[src/rtl/sdc_pkg.sv]
// Shared constants for the SD command-line engine: response encodings, CRC7, frame sizes, FSM states.
package sdc_pkg;

  // rsp_type encodings
  localparam logic [1:0] RSP_NONE        = 2'd0;
  localparam logic [1:0] RSP_SHORT       = 2'd1;
  localparam logic [1:0] RSP_LONG        = 2'd2;
  localparam logic [1:0] RSP_SHORT_NOCRC = 2'd3;

  // x^7 + x^3 + 1 (x^7 implicit)
  localparam logic [6:0] CRC7_POLY = 7'h09;

  // frame lengths in bits, including start and end bits
  localparam int unsigned CMD_FRAME_LEN = 48;
  localparam int unsigned RSP_SHORT_LEN = 48;
  localparam int unsigned RSP_LONG_LEN  = 136;
  // start, transmission, index and argument: the part of a command covered by CRC7
  localparam int unsigned CMD_HDR_LEN   = 40;

  // FSM state encoding
  typedef logic [2:0] sdc_state_t;
  localparam sdc_state_t ST_IDLE = 3'd0;
  localparam sdc_state_t ST_TX   = 3'd1;
  localparam sdc_state_t ST_TURN = 3'd2;
  localparam sdc_state_t ST_WAIT = 3'd3;
  localparam sdc_state_t ST_RX   = 3'd4;
  localparam sdc_state_t ST_GAP  = 3'd5;
  localparam sdc_state_t ST_DONE = 3'd6;

endpackage

[src/rtl/sdc_crc7.sv]
// Serial CRC7 (x^7+x^3+1), one bit per enabled cycle, MSB first; clear wins over enable.
module sdc_crc7
  import sdc_pkg::*;
(
  input  logic       sd_clk,
  input  logic       sd_rst,
  input  logic       clr,
  input  logic       en,
  input  logic       bitIn,
  output logic [6:0] crc
);

  logic feedback;

  assign feedback = bitIn ^ crc[6];

  // shift the LFSR by one bit when enabled
  always_ff @(posedge sd_clk or posedge sd_rst) begin
    if (sd_rst) begin
      crc <= '0;
    end else if (clr) begin
      crc <= '0;
    end else if (en) begin
      crc <= {crc[5:0], 1'b0} ^ (feedback ? CRC7_POLY : 7'h00);
    end
  end

endmodule

[src/rtl/sdc_cmd_serial.sv]
// SD command-line engine: sends a 48-bit command with CRC7, then captures and checks the card response.
module sdc_cmd_serial
  import sdc_pkg::*;
#(
  parameter int unsigned RSP_TIMEOUT = 64,
  parameter int unsigned GAP_CYCLES  = 8,
  parameter int unsigned TURN_CYCLES = 2
) (
  input  logic         sd_clk,
  input  logic         sd_rst,
  input  logic         cmd_start,
  input  logic [5:0]   cmd_index,
  input  logic [31:0]  cmd_arg,
  input  logic [1:0]   rsp_type,
  output logic         busy,
  output logic         done,
  output logic [127:0] rsp_data,
  output logic         timeout,
  output logic         crc_err,
  output logic         index_err,
  output logic         end_err,
  output logic         cmd_o,
  output logic         cmd_oe,
  input  logic         cmd_i
);

  localparam int unsigned CNT_W      = $clog2(RSP_TIMEOUT + RSP_LONG_LEN + GAP_CYCLES + TURN_CYCLES + 1);
  localparam int unsigned RX_SHIFT_W = 127;
  localparam int unsigned CRC_LO     = 8;

  sdc_state_t          state, stateNext;
  logic [CNT_W-1:0]    cnt, cntNext;
  logic [5:0]          idxReg, idxNext;
  logic [31:0]         argReg, argNext;
  logic [1:0]          typeReg, typeNext;
  logic [RX_SHIFT_W-1:0] rxShift, rxShiftNext;
  logic                busyNext, doneNext, timeoutNext, crcErrNext, indexErrNext, endErrNext;
  logic                cmdONext, cmdOeNext;
  logic [127:0]        rspDataNext;

  logic [CMD_HDR_LEN-1:0] header;
  logic [CNT_W-1:0]    txBit;
  logic [5:0]          hdrSel;
  logic [2:0]          crcSel;
  logic                txCrcClr, txCrcEn, txCrcBit;
  logic [6:0]          txCrc;
  logic                rxCrcClr, rxCrcEn;
  logic [6:0]          rxCrc;
  logic [CNT_W-1:0]    rxLast, rxCrcHi, rxBitNum;
  logic [127:0]        frameNext;

  // command header and bit selectors for the bit about to be driven
  assign header   = {2'b01, idxReg, argReg};
  assign txBit    = cnt + CNT_W'(1);
  assign hdrSel   = 6'((CMD_HDR_LEN - 1) - 32'(txBit));
  assign crcSel   = 3'((CMD_FRAME_LEN - 2) - 32'(txBit));
  assign txCrcBit = header[hdrSel];

  // response geometry: received bit number of the current RX cycle and CRC window
  assign rxLast    = (typeReg == RSP_LONG) ? CNT_W'(RSP_LONG_LEN - 2) : CNT_W'(RSP_SHORT_LEN - 2);
  assign rxCrcHi   = (typeReg == RSP_LONG) ? CNT_W'(127) : CNT_W'(RSP_SHORT_LEN - 2);
  assign rxBitNum  = rxLast - cnt;
  assign frameNext = {rxShift, cmd_i};

  sdc_crc7 u_txCrc (
    .sd_clk (sd_clk),
    .sd_rst (sd_rst),
    .clr    (txCrcClr),
    .en     (txCrcEn),
    .bitIn  (txCrcBit),
    .crc    (txCrc)
  );

  sdc_crc7 u_rxCrc (
    .sd_clk (sd_clk),
    .sd_rst (sd_rst),
    .clr    (rxCrcClr),
    .en     (rxCrcEn),
    .bitIn  (cmd_i),
    .crc    (rxCrc)
  );

  // next-state and next-output logic
  always_comb begin
    stateNext    = state;
    cntNext      = cnt;
    idxNext      = idxReg;
    argNext      = argReg;
    typeNext     = typeReg;
    rxShiftNext  = rxShift;
    busyNext     = busy;
    doneNext     = 1'b0;
    rspDataNext  = rsp_data;
    timeoutNext  = timeout;
    crcErrNext   = crc_err;
    indexErrNext = index_err;
    endErrNext   = end_err;
    cmdONext     = cmd_o;
    cmdOeNext    = cmd_oe;
    txCrcClr     = 1'b0;
    txCrcEn      = 1'b0;
    rxCrcClr     = 1'b0;
    rxCrcEn      = 1'b0;

    case (state)
      ST_IDLE: begin
        if (cmd_start) begin
          idxNext      = cmd_index;
          argNext      = cmd_arg;
          typeNext     = rsp_type;
          rxShiftNext  = '0;
          rspDataNext  = '0;
          timeoutNext  = 1'b0;
          crcErrNext   = 1'b0;
          indexErrNext = 1'b0;
          endErrNext   = 1'b0;
          busyNext     = 1'b1;
          cmdOeNext    = 1'b1;
          cmdONext     = 1'b0;
          cntNext      = '0;
          txCrcClr     = 1'b1;
          stateNext    = ST_TX;
        end
      end

      ST_TX: begin
        if (cnt == CNT_W'(CMD_FRAME_LEN - 1)) begin
          cmdOeNext = 1'b0;
          cmdONext  = 1'b1;
          cntNext   = '0;
          stateNext = ST_TURN;
        end else begin
          cntNext = cnt + CNT_W'(1);
          if (txBit < CNT_W'(CMD_HDR_LEN)) begin
            cmdONext = txCrcBit;
            txCrcEn  = 1'b1;
          end else if (txBit < CNT_W'(CMD_FRAME_LEN - 1)) begin
            cmdONext = txCrc[crcSel];
          end else begin
            cmdONext = 1'b1;
          end
        end
      end

      ST_TURN: begin
        if (cnt == CNT_W'(TURN_CYCLES - 1)) begin
          cntNext   = '0;
          stateNext = (typeReg == RSP_NONE) ? ST_GAP : ST_WAIT;
        end else begin
          cntNext = cnt + CNT_W'(1);
        end
      end

      ST_WAIT: begin
        rxCrcClr = 1'b1;
        if (!cmd_i) begin
          cntNext   = '0;
          stateNext = ST_RX;
        end else if (cnt == CNT_W'(RSP_TIMEOUT - 1)) begin
          timeoutNext = 1'b1;
          doneNext    = 1'b1;
          busyNext    = 1'b0;
          stateNext   = ST_DONE;
        end else begin
          cntNext = cnt + CNT_W'(1);
        end
      end

      ST_RX: begin
        rxShiftNext = {rxShift[RX_SHIFT_W-2:0], cmd_i};
        rxCrcEn     = (rxBitNum <= rxCrcHi) && (rxBitNum >= CNT_W'(CRC_LO));
        if (cnt == rxLast) begin
          rspDataNext  = (typeReg == RSP_LONG) ? frameNext : {96'h0, frameNext[39:8]};
          crcErrNext   = (typeReg != RSP_SHORT_NOCRC) && (rxCrc != frameNext[7:1]);
          indexErrNext = (typeReg == RSP_SHORT) && (frameNext[45:40] != idxReg);
          endErrNext   = ~frameNext[0];
          cntNext      = '0;
          stateNext    = ST_GAP;
        end else begin
          cntNext = cnt + CNT_W'(1);
        end
      end

      ST_GAP: begin
        if (cnt == CNT_W'(GAP_CYCLES - 1)) begin
          doneNext  = 1'b1;
          busyNext  = 1'b0;
          stateNext = ST_DONE;
        end else begin
          cntNext = cnt + CNT_W'(1);
        end
      end

      ST_DONE: begin
        stateNext = ST_IDLE;
      end

      default: begin
        stateNext = ST_IDLE;
      end
    endcase
  end

  // state and registered outputs
  always_ff @(posedge sd_clk or posedge sd_rst) begin
    if (sd_rst) begin
      state     <= ST_IDLE;
      cnt       <= '0;
      idxReg    <= '0;
      argReg    <= '0;
      typeReg   <= RSP_NONE;
      rxShift   <= '0;
      busy      <= 1'b0;
      done      <= 1'b0;
      rsp_data  <= '0;
      timeout   <= 1'b0;
      crc_err   <= 1'b0;
      index_err <= 1'b0;
      end_err   <= 1'b0;
      cmd_o     <= 1'b1;
      cmd_oe    <= 1'b0;
    end else begin
      state     <= stateNext;
      cnt       <= cntNext;
      idxReg    <= idxNext;
      argReg    <= argNext;
      typeReg   <= typeNext;
      rxShift   <= rxShiftNext;
      busy      <= busyNext;
      done      <= doneNext;
      rsp_data  <= rspDataNext;
      timeout   <= timeoutNext;
      crc_err   <= crcErrNext;
      index_err <= indexErrNext;
      end_err   <= endErrNext;
      cmd_o     <= cmdONext;
      cmd_oe    <= cmdOeNext;
    end
  end

endmodule

[config.mk]
export PLATFORM = sky130hd
export DESIGN_NAME = sdc_cmd_serial
export DESIGN_NICKNAME = d
export VERILOG_FILES = /design/src/rtl/sdc_pkg.sv /design/src/rtl/sdc_crc7.sv /design/src/rtl/sdc_cmd_serial.sv
export SDC_FILE = /design/constraint.sdc
export NUM_CORES = 1
export LEC_CHECK = 0
export ABC_CLOCK_PERIOD_IN_PS = 31800
export BUFFER_PORTS_ARGS = -buffer_cell sky130_fd_sc_hd__buf_4
export CORE_MARGIN = 3
export CORE_UTILIZATION = 30
export CTS_BUF_LIST = sky130_fd_sc_hd__clkbuf_4 sky130_fd_sc_hd__clkbuf_8 sky130_fd_sc_hd__clkbuf_16
export DETAILED_ROUTE_END_ITERATION = 8
export SLEW_MARGIN = 40
export SYNTH_ARGS = -nofsm -noshare
export SYNTH_HDL_FRONTEND = slang
export SYNTH_SLANG_ARGS = --single-unit
[constraint.sdc]
create_clock -name sd_clk -period 31.8 [get_ports sd_clk]
set_input_delay 3.18 -clock sd_clk [delete_from_list [all_inputs] [get_ports sd_clk]]
set_output_delay 3.18 -clock sd_clk [all_outputs]
set_load 0.02 [all_outputs]
### Word level (Yosys, flattened, before mapping)

Index checks and enable logic that the tools add are counted.

* register bits: 328
* output and inout bits: 136
* bits of input ports: 44
* logic and storage cells: 145

* eq/ne operators: 25
* magnitude comparators: 6
* reduce and logical (&&, ||, !) cells: 21
* add/sub/neg operators: 4
* bitwise gates (word level): 5
* multiplexer cells: 67

Operator list (number)
* 128-bit two-way mux: 3
* 128-bit case mux with 2 select lines: 1
* 127-bit case mux with 2 select lines: 1
* 127-bit two-way mux: 1
* 8-bit two-way mux: 8
* 8-bit case mux with 6 select lines: 1
* 7-bit two-way mux: 5
* 1-bit two-way mux: 26
* 3-bit two-way mux: 8
* 2-bit inequality test (second input constant): 9
* 3-bit case mux with 6 select lines: 1
* 8-bit by 6-bit == test with 1-bit output (second input constant): 2
* 8-bit by 6-bit < comparator with 1-bit output (second input constant): 2
* 1-bit case mux with 2 select lines: 7
* 7-bit bitwise XOR: 2
* 2-bit nonzero test: 5
* 8-bit by 1-bit adder with 8-bit output (second input constant): 1
* 8-bit by 1-bit == test with 1-bit output (second input constant): 1
* 8-bit by 3-bit == test with 1-bit output (second input constant): 1
* 8-bit == test: 1
* 8-bit by 4-bit greater-or-equal comparator with 1-bit output (second input constant): 1
* 8-bit by 7-bit less-or-equal comparator with 1-bit output: 1
* 4-bit two-way mux: 2
* 4-bit AND reduction: 2
* other kinds (27): 36

### Depth between registers and ports, before layout

* depth after elaboration: 9
* gate-level depth with buffers: 15
* mapped depth without buffers: 13

### By module

A second synthesis with hierarchy kept.

* cells, all modules: 1594
* area, all modules: 14617.8 sq um

Modules (own cells, without submodules)
* sdc_cmd_serial: seq. area each 7858.8 sq um, instances 1, cells each 1536, area an instance 13994.7 sq um
* sdc_crc7: seq. area each 175.2 sq um, instances 2, cells each 29, area an instance 311.5 sq um

### Worst setup path after synthesis

OpenSTA, ideal clock, no wires.

* kind: in2reg
* from: in cmd_start
* to: reg rsp_data[20]
* data required time: 31704 ps
* arrival: 4485 ps
* stages: 8
* library setup time: 96 ps
* path slack: 27219 ps
* path through: and2_1 -> clkbuf_1 -> a31oi_1 -> buf_2 -> buf_2 -> buf_2 -> nand2_1 -> o31ai_1

* cells in the longest elaborated chain, start to end: 2

Ends and longest elaborated chain
* start, declared: line sdc_cmd_serial.sv:11 `input logic cmd_start,`
* 2-bit inequality test (no line)
* 3-bit AND reduction (no line)
* end signal, assigned: line sdc_cmd_serial.sv:231 `rsp_data <= rspDataNext;`
* end, declared: line sdc_cmd_serial.sv:17 `output logic [127:0] rsp_data,`

No other way between the ends.
A chain may end at the register's enable or synchronous reset.

### Worst setup path after layout

* from: in cmd_start
* to: reg rxShift[101]

* cells in the longest elaborated chain, start to end: 2

Ends and longest elaborated chain
* 2-bit inequality test (no line)
* 2-bit AND reduction (no line)
* end signal, assigned: line sdc_cmd_serial.sv:228 `rxShift <= rxShiftNext;`
* end, declared: line sdc_cmd_serial.sv:36 `logic [RX_SHIFT_W-1:0] rxShift, rxShiftNext;`

No other way between the ends.

==> results.sh <==
export IMPL_status="complete, no violations"
export IMPL_synth_commonest_cells="nand2_1 (601), dfrtp_1 (327), nand3_1 (149)"
export IMPL_synth_fp_nets=1667
export IMPL_synth_edf_count=0
export IMPL_vias=11400
export IMPL_diodes=0
export IMPL_dieHeight_um=227
export IMPL_yosys_area_top_type="dfrtp_1"
export IMPL_ys_warn_count=0
export IMPL_pre_cts_ws_ps=26140
export IMPL_ir_drop_mv=0.0303
export IMPL_synthDistinctLibCells=69
export IMPL_max_slew_margin=0.439
export IMPL_place_gp_congestion=0.812
export IMPL_cpMaxStageDelayCell="buf_4"
export IMPL_start_kind="primary input"
export IMPL_finalClockSkew_ps=21.4
export IMPL_clk_latency_ps=550
export IMPL_rsz0062_at_grt="no"
export IMPL_maxSlewViolCount=0
export IMPL_synth_xor_area_share=0.0156
export IMPL_r2r_start="cnt[0]$_DFFE_PP0P_"
export IMPL_yosysTopAreaCellShare=0.560
export IMPL_grt_pass1_vias=11100
export IMPL_netlist_top_cells_area="dfrtp_1 (56%), nand2_1 (15%), nand3_1 (5.1%)"
export IMPL_cts_setup_buffers=0
export IMPL_synth_adder_area_share=0.0101
export IMPL_start_util=0.305
export IMPL_min_delay_path_depth=2
export IMPL_first_pass_iters=5
export IMPL_fmax_mhz=199
export IMPL_p_per_area_nw_per_um2=50.4
export IMPL_fin_ws_ps=26770
export IMPL_seqCellArea_um2=8210
export IMPL_slowest_delay_ps=710
export IMPL_dp_hpwl_um=23500
export IMPL_routedWlPerCell_um=15.5
export IMPL_cts_buffer_depth=3
export IMPL_path_cells="buf_4, nand2_4, buf_4, buf_4, buf_12, nand3_1, nand2_1"
export IMPL_drc_errors=0
export IMPL_min_to="argReg[25]$_DFFE_PP0P_"
export IMPL_io_pins=180
export IMPL_r2r_cells=10
export IMPL_cts_resized=0
export IMPL_criticalPathCategory="primary input to flop"
export IMPL_syn_inst=1612
export IMPL_yosysMostFrequentCell="nand2_1"
export IMPL_vias_per_cell=4.82
export IMPL_ys_seq_area_frac=0.562
export IMPL_grtUsageTotal=0.144
export IMPL_setup_violations=0
export IMPL_clkTransAtPathRegs_ps=60
export IMPL_synth_flop_cell="dfrtp_1"
export IMPL_critPathArrivalTime_ps=5500
export IMPL_drt_first_iter_violations=963
export IMPL_port_buffers=179
export IMPL_max_cap_violations=0
export IMPL_async_reset_ff_frac=1.00
export IMPL_hold_buffers=0
export IMPL_coreArea_um2=47900
export IMPL_hold_viol=0
export IMPL_syn2layout_area_growth_pct=22.0
export IMPL_required_ps=32270
export IMPL_synth_compound_area_frac=0.0931
export IMPL_crit_family="buffers and inverters"
export IMPL_synth_top_family_by_area="simple AND/OR/NAND/NOR gates"
export IMPL_fillers=4819
export IMPL_ys_ff_latch=328
export IMPL_synthMuxAreaShare=0.0388
export IMPL_fin_tns_setup_ps=0
export IMPL_r2r_end="u_txCrc.crc[0]$_DFFE_PP0P_"
export IMPL_grt_max_degree=135
export IMPL_grt_remaining_overflow=0
export IMPL_rrSetupSlack_ps=27910
export IMPL_dieArea_um2=51400
export IMPL_worstSetupEndpointType="flop"
export IMPL_clkSinkCount=328
export IMPL_rows=80
export IMPL_crit_buf_inv=4
export IMPL_max_slew_worst_pin_slew_ps=841
export IMPL_antenna_found_initial=0
export IMPL_cts_tree="built"
export IMPL_drtAntennaViolNets=0
export IMPL_routed_wirelength_um=36900
export IMPL_netlist_area_um2=14600
export IMPL_cellLeakagePower_uw=0.00866
export IMPL_drive_gt1_frac=0.164
export IMPL_cts_root_buffer="clkbuf_16"
export IMPL_cts_buffers=37
export IMPL_finalCriticalPeriod_ps=5030
export IMPL_period_share=0.158
export IMPL_grt_pass1_wl_um=60200
export IMPL_fin_nets=1787
export IMPL_syn_avg_cell_area_um2=9.06
export IMPL_synth_simple_gate_area_frac=0.243
export IMPL_h_tree_depth=2
export IMPL_crit_top_cell="buf_4"
export IMPL_holdCritStartpoint="argReg[25]$_DFFE_PP0P_"
export IMPL_dieWidth_um=227
export IMPL_cp_max_fo=74
export IMPL_multi_input_area_um2=5910
export IMPL_holdCritPathClass="flop to flop"
[cells by family after synthesis]
group | after synthesis
simple gates | 844
flops | 328
compound gates | 219
buf+inv | 132
mux | 51
xor+xnor | 26
fa+ha+maj | 12
[layout by cell type, fill, tap and decap left out, types with 7 or more instances in the layout]
cell / count
nand2_1: 600
a21oi_1: 15
dfrtp_1: 327
nor2b_1: 8
buf_4: 188
o21ai_0: 126
xnor2_1: 12
and3_1: 8
clkbuf_16: 39
nor2_1: 29
xor2_1: 13
inv_1: 13
o31ai_1: 20
nor4_1: 7
mux2i_1: 45
ha_1: 11
a31oi_1: 8
a2111oi_0: 8
nand3_1: 148
[through the flow]
| step | power [uW] | cell area (um^2) | util | std cells | hold slack (ps) |
|---|---|---|---|---|---|
| 6_report | 897 | 17800 | 0.372 | 2373 | 465 |
| 5_1_grt | 930 | 17800 | 0.372 | 2373 | 486 |
| 4_1_cts | 911 | 17700 | 0.370 | 2370 | 471 |
| 3_5_place_dp | 452 | 16400 | 0.343 | 2305 | 457 |
| 3_3_place_gp | 451 | 16400 | 0.342 | 2305 | 454 |
| 2_1_floorplan | 442 | 14600 | - | 1612 | 437 |
[power by group]
part | switching [uW] | internal, uW
Combinational | 12.0 | 6.77
Clock | 172 | 282
Sequential | 4.33 | 421
Total | 188 | 709
[worst reg2reg max path: cells and delay by family (launching register included)]
family,cells,cell delay [ps]
flops,1,640
mux,1,370
buf+inv,3,850
simple gates,1,350
compound gates,4,920
fa+ha+maj,1,660
[layer usage]
| layer | track usage | routed length, um |
|---|---|---|
| met5 | 0 | 0 |
| met4 | 0.0434 | 722 |
| met3 | 0.0216 | 1460 |
| met2 | 0.227 | 17000 |
| met1 | 0.205 | 17800 |
[registers in the layout, indices dropped and copies added (netlist names), 2 cells and up]
name / cells
argReg: 32
cnt: 8
idxReg: 6
rsp_data: 128
rxShift: 127
state: 3
typeReg: 2
u_rxCrc.crc: 7
u_txCrc.crc: 7
[area by class of cell]
class | instances | share of cell area
inverter | 15 | 0.00358
timing repair buffer | 198 | 0.0876
clock inverter | 15 | 0.0120
clock buffer | 50 | 0.0612
tap | 615 | 0.0432
sequential | 328 | 0.461
multi-input combinational | 1152 | 0.332
[worst max-delay path by stage]
stage                          from                   endpoint  slack, ps  depth (start not counted)
after global placement    cmd_start  rsp_data[104]$_DFFE_PP0P_      26050                          6
final                     cmd_start   rxShift[101]$_DFFE_PP0P_      26770                          7
after CTS                 cmd_start   rxShift[116]$_DFFE_PP0P_      26720                          6
after floorplan              sd_rst      argReg[0]$_DFFE_PP0P_      19540                          1
after detailed placement  cmd_start   rxShift[116]$_DFFE_PP0P_      26140                          6
after global routing      cmd_start   rxShift[113]$_DFFE_PP0P_      26580                          7
(Power assumes the default switching activity.)
